<file path="config.mk">
export PLATFORM = sky130hd
export DESIGN_NAME = run_length_detector
export DESIGN_NICKNAME = d
export VERILOG_FILES = /design/src/rtl/run_length_detector.sv
export SDC_FILE = /design/constraint.sdc
export NUM_CORES = 1
export LEC_CHECK = 0
export BUFFER_PORTS_ARGS = -buffer_cell sky130_fd_sc_hd__buf_2
export CAP_MARGIN = 30
export CORE_MARGIN = 5
export CORE_UTILIZATION = 35
export DETAILED_ROUTE_END_ITERATION = 16
export PLACE_DENSITY = 0.69
export RECOVER_POWER = 50
export SYNTH_ARGS = -nofsm -noshare
export SYNTH_HDL_FRONTEND = slang
export SYNTH_SLANG_ARGS = --single-unit
</file>
<file path="constraint.sdc">
create_clock -name clock -period 2.25 [get_ports clock]
set_clock_uncertainty 0.05 [all_clocks]
set_input_delay 0 -clock clock [delete_from_list [all_inputs] [get_ports clock]]
set_output_delay 0 -clock clock [all_outputs]
set_load 0.01 [all_outputs]
</file>
<file path="src/rtl/run_length_detector.sv">
// run_length_detector: Moore detector for RUN_LEN consecutive valid samples equal to match_val,
// with hold/re-arm modes and a saturating, clearable detection event counter.
module run_length_detector #(
    parameter int RUN_LEN = 3,
    parameter int CNT_W   = 8,
    parameter int RL_W    = $clog2(RUN_LEN + 1)
) (
    input  logic             clock,
    input  logic             reset,
    input  logic             in_valid,
    input  logic             in_bit,
    input  logic             match_val,
    input  logic             rearm,
    input  logic             clear,
    output logic             detect,
    output logic [RL_W-1:0]  run_len,
    output logic [CNT_W-1:0] event_count,
    output logic             event_sat
);
    localparam logic [RL_W-1:0] FULL = RL_W'(RUN_LEN);
    localparam logic [RL_W-1:0] LAST = RL_W'(RUN_LEN - 1);

    logic [RL_W-1:0] cnt;
    logic            hit;
    logic            event_hit;

    assign hit       = in_bit == match_val;
    assign event_hit = in_valid && hit && cnt == LAST;
    assign detect    = cnt == FULL;
    assign run_len   = cnt;

    // clear outranks a same-cycle event and never touches the run count
    always_ff @(posedge clock) begin
        if (reset) begin
            cnt         <= '0;
            event_count <= '0;
            event_sat   <= 1'b0;
        end else begin
            if (in_valid)
                cnt <= !hit ? '0 : cnt != FULL ? cnt + 1'b1 : rearm ? RL_W'(1) : cnt;
            if (clear) begin
                event_count <= '0;
                event_sat   <= 1'b0;
            end else if (event_hit) begin
                if (&event_count)
                    event_sat <= 1'b1;
                else
                    event_count <= event_count + 1'b1;
            end
        end
    end
endmodule
</file>
After elaboration in Yosys (flattened, before gate mapping) --
Cells that the tools add are included.
Word-level totals: bits in read-only memories 0, output and inout port bits 12, memory bits (writable) 0, bits in latches 0, memories kept 0, logic and storage cells 21, bits of input ports 7, register bits after elaboration 11
Cells by class: reduce and logical (&&, ||, !) cells 7, bitwise gates (word level) 1, add/sub/neg operators 2, eq/ne operators 5, $mul 0, muxes and demuxes 3, order comparisons 0, shift-type cells 0, div/mod/pow operators 0
Operators with widths (count):
- 9-bit AND reduction | 1
- 8-bit by 1-bit adder with 8-bit output, second input constant | 1
- 8-bit AND reduction | 1
- 2-bit 2-to-1 mux | 3
- 2-bit equality test, second input constant | 2
- 2-bit AND reduction | 2
- 3-bit by 2-bit != test with 1-bit output, second input constant | 1
- 2-bit by 1-bit adder with 2-bit output, second input constant | 1
- 1-bit logical AND | 2
- 2-bit != test, second input constant | 1
- 2-bit OR reduction | 1
- 1-bit equality test | 1
- 1-bit NOT | 1

Logic depth before layout (Yosys ltp) --
depth in word-level cells 4, gate-level depth with buffers 6, depth with buffers taken out 6

Worst setup path before layout --
OpenSTA, ideal clock, no wires.
path type flip-flop to flip-flop, start point register event_count[0], end point register event_count[2], setup slack 0.643 ns, data required time 2.084 ns, path buffers 0, stages on the path, launching flop included 6, period minus slack after synthesis 1.607 ns, setup time 0.116 ns, arrival time 1.442 ns, cells stage by stage dfxtp_1 > ha_1 > and3_4 > a211oi_4 > a21oi_1 > a31o_1
On the way: longest elaborated chain between the ends 3, elaborated cells on any way between the ends 4
RTL lines:
- start, declared | RTL line 17 | output logic [CNT_W-1:0] event_count,
- start signal, assigned | RTL line 48 | event_count <= event_count + 1'b1;
- parallel branches: the longest is 3 deep, another holds 8-bit by 1-bit adder with 8-bit output
Parallel ways; which one is timed is not known. A chain may end at the register's enable or synchronous reset.

Worst setup path after layout --
start point register event_count[0], end point register event_count[3]
The elaborated chain is that of the path after synthesis.

==> impl_metrics.toml <==
[status]
status = "finished clean"

[global_route]
track_usage = 0.120
antenna_found_initial = 0
grt_pass1_vias = 551
grt_pass1_wl_mm = 2.40
grt_max_degree = 9
grt_overflow_total = 0

[floorplan]
initial_core_util = 0.361
die_x_um = 52.0
ioPinCount = 19
dieArea_um2 = 2700
num_rows = 15
die_h_um = 52.0
core_area_um2 = 1710

[finish]
multi_input_area_um2 = 382
drive_above_1_share = 0.187
antenna_cells = 0
fin_area_um2 = 767
fin_nets = 103
fillers = 174
area_growth_pct = 24.3
finalNonFillerCells = 116
seq_area_um2 = 220

[setup_path]
crit_path_end_kind = "flip-flop"
critPathMaxFanout = 7
path_class = "reg2reg"
crit_slowest_cell = "a211oi_4"
cp_slowest_stage_delay_ns = 0.40
critPathArrivalTime_ns = 1.81
cp_cell_sequence = "ha_1 > and3_4 > a211oi_4 > a21oi_1 > a31o_1"
start_kind = "flip-flop"
required_ns = 2.37
critical_path_buf_inv_count = 0
worst_path_dominant_cell_family = "compound AO/OA/AOI/OAI gates"

[flow_run]
cap_violations = 0

[clock_tree]
cts.sinks = 11
cts-root-buf = "clkbuf_4"
cts_buffers = 3
htree_levels = 1
cts_tree = "done"
clk_pin_slew_ns = 0.07
clk_path_buf_depth = 2
insertion_delay_ns = 0.27
cts-resized-gates = 0

[yosys]
yosys-top-cells-area = "dfxtp_1, nor2_1, ha_1"
synth_top_family_by_area = "simple AND/OR/NAND/NOR gates"
synth_top_flop_cell = "dfxtp_1"
muxShareOfSynthArea = 0.0811
synth_top_area_share = 0.357
synth-simple-area-share = 0.262
synth_most_common_cell = "nor2_1"
synth_compound_area_frac = 0.140
syn_area_um2 = 617
synth_seq_area_share = 0.357
async_reset_ff_frac = 0
ys_seq_elements = 11
synth_edf_count = 0
synth_fp_nets = 79
synth-xor-area-share = 0.0548
synth_top_area_cell = "dfxtp_1"
yosysWarnings = 0
synth_cell_types = 27
syn-instance-count = 68
synth_fa_ha_area_frac = 0.0811
postSynthAreaPerCell_um2 = 9.07
synth_commonest_cells = "nor2_1, dfxtp_1, mux2i_1, nand2_1, ha_1"

[placed_design]
dp_hpwl_mm = 1.04
placedCellCount = 110
io_buffers = 18
placed_area_um2 = 734
place_congestion = 0.758
dp_slack_ns = 0.580

[sta]
fin_ws_ns = 0.555
worstMarginPinSlew_ns = 0.499
period_share = 0.753
rsz0062_at_grt = "false"
fin_tns_setup_ns = 0
hold_slack_ns = 0.101
slew_violations = 0
finalHoldViolCount = 0
slew_headroom = 0.667
period_needed_ns = 1.70
setup_violations = 0
fmax_mhz = 590

[detailed_routing]
dr_total_vias = 548
drc_errors = 0
dr.pass1.iters = 2
wirelength_mm = 1.35
wl_per_cell_um = 11.7
drtIter0Drc = 8
ant_nets = 0
viasPerCell = 4.72

[pwr]
power_density_nw_per_um2 = 486
ir_drop_uv = 260
leakagePower_nw = 0.292

[min_path]
min_path_type = "in2reg"
## routing by layer
metal,GRT usage,vias up,wire (µm)
li1,-,281,-
met1,0.145,244,662
met2,0.186,18,577
met3,0.0401,5,80
met4,0.0655,0,31
met5,0,-,0
## cells by family after synthesis
| group | after synthesis |
|---|---|
| mux | 5 |
| flops | 11 |
| xor+xnor | 3 |
| fa+ha+maj | 4 |
| simple gates | 31 |
| buf+inv | 4 |
| compound gates | 10 |
## worst register-to-register path, cell delays in order (launching register included)
cell and delay (ns):
dfxtp_1 0.34, ha_1 0.26, and3_4 0.22, a211oi_4 0.40, a21oi_1 0.12, a31o_1 0.19
## cell type report
class	instances	area share
sequential	11	0.287
clock buffer	4	0.0343
inverter	3	0.0147
timing repair buffer	20	0.126
tap	25	0.0408
multi-input combinational	53	0.498
## path summary, 6_finish.rpt
| kind | from | slack [ns] | end | cells after the start |
|---|---|---|---|---|
| hold reg to reg | event_sat$_SDFFE_PP0P_ | 0.45 | event_sat$_SDFFE_PP0P_ | 2 |
| setup / recovery | event_count[0]$_SDFFE_PP0P_ | 0.55 | event_count[3]$_SDFFE_PP0P_ | 5 |
| hold / removal | in_valid | 0.10 | run_len[1]$_SDFFE_PP0P_ | 4 |
| setup reg to reg | event_count[0]$_SDFFE_PP0P_ | 0.55 | event_count[3]$_SDFFE_PP0P_ | 5 |
## where the power goes
part           internal (W)  switching [W]
combinational     0.0000153      0.0000209
clock             0.0000687      0.0000685
sequential         0.000197     0.00000277
total              0.000281      0.0000922
## sequential cells by signal, indices dropped and copies added (netlist names)
signal and count:
event_sat 1, run_len 2, event_count 8
## stage by stage
stage	total power [W]	util
after floorplan	0.000225	-
after global placement	0.000237	0.430
after detailed placement	0.000239	0.430
after CTS	0.000378	0.457
after global routing	0.000394	0.449
final	0.000373	0.449
## layout by cell type, fill, tap and decap left out, drive strengths merged
| master | n |
|---|---|
| a2111oi | 1 |
| a211oi | 2 |
| a21oi | 2 |
| a31o | 2 |
| a31oi | 1 |
| and3 | 1 |
| and4 | 1 |
| buf | 7 |
| clkbuf | 15 |
| dfxtp | 11 |
| dlygate4sd3 | 2 |
| ha | 4 |
| inv | 3 |
| mux2i | 5 |
| nand2 | 5 |
| nand2b | 1 |
| nand3 | 3 |
| nand4 | 1 |
| nor2 | 14 |
| nor2b | 1 |
| nor4 | 1 |
| nor4b | 1 |
| o21ai | 2 |
| or2 | 1 |
| or3 | 1 |
| xnor2 | 2 |
| xor2 | 1 |
## repair_timing
item | in CTS | in global routing
setup buffers | 0 | 0
endpoints found under the hold margin | 3 | 0
hold buffers | 2 | 0
Note: power is estimated with default switching activity, not from simulation.
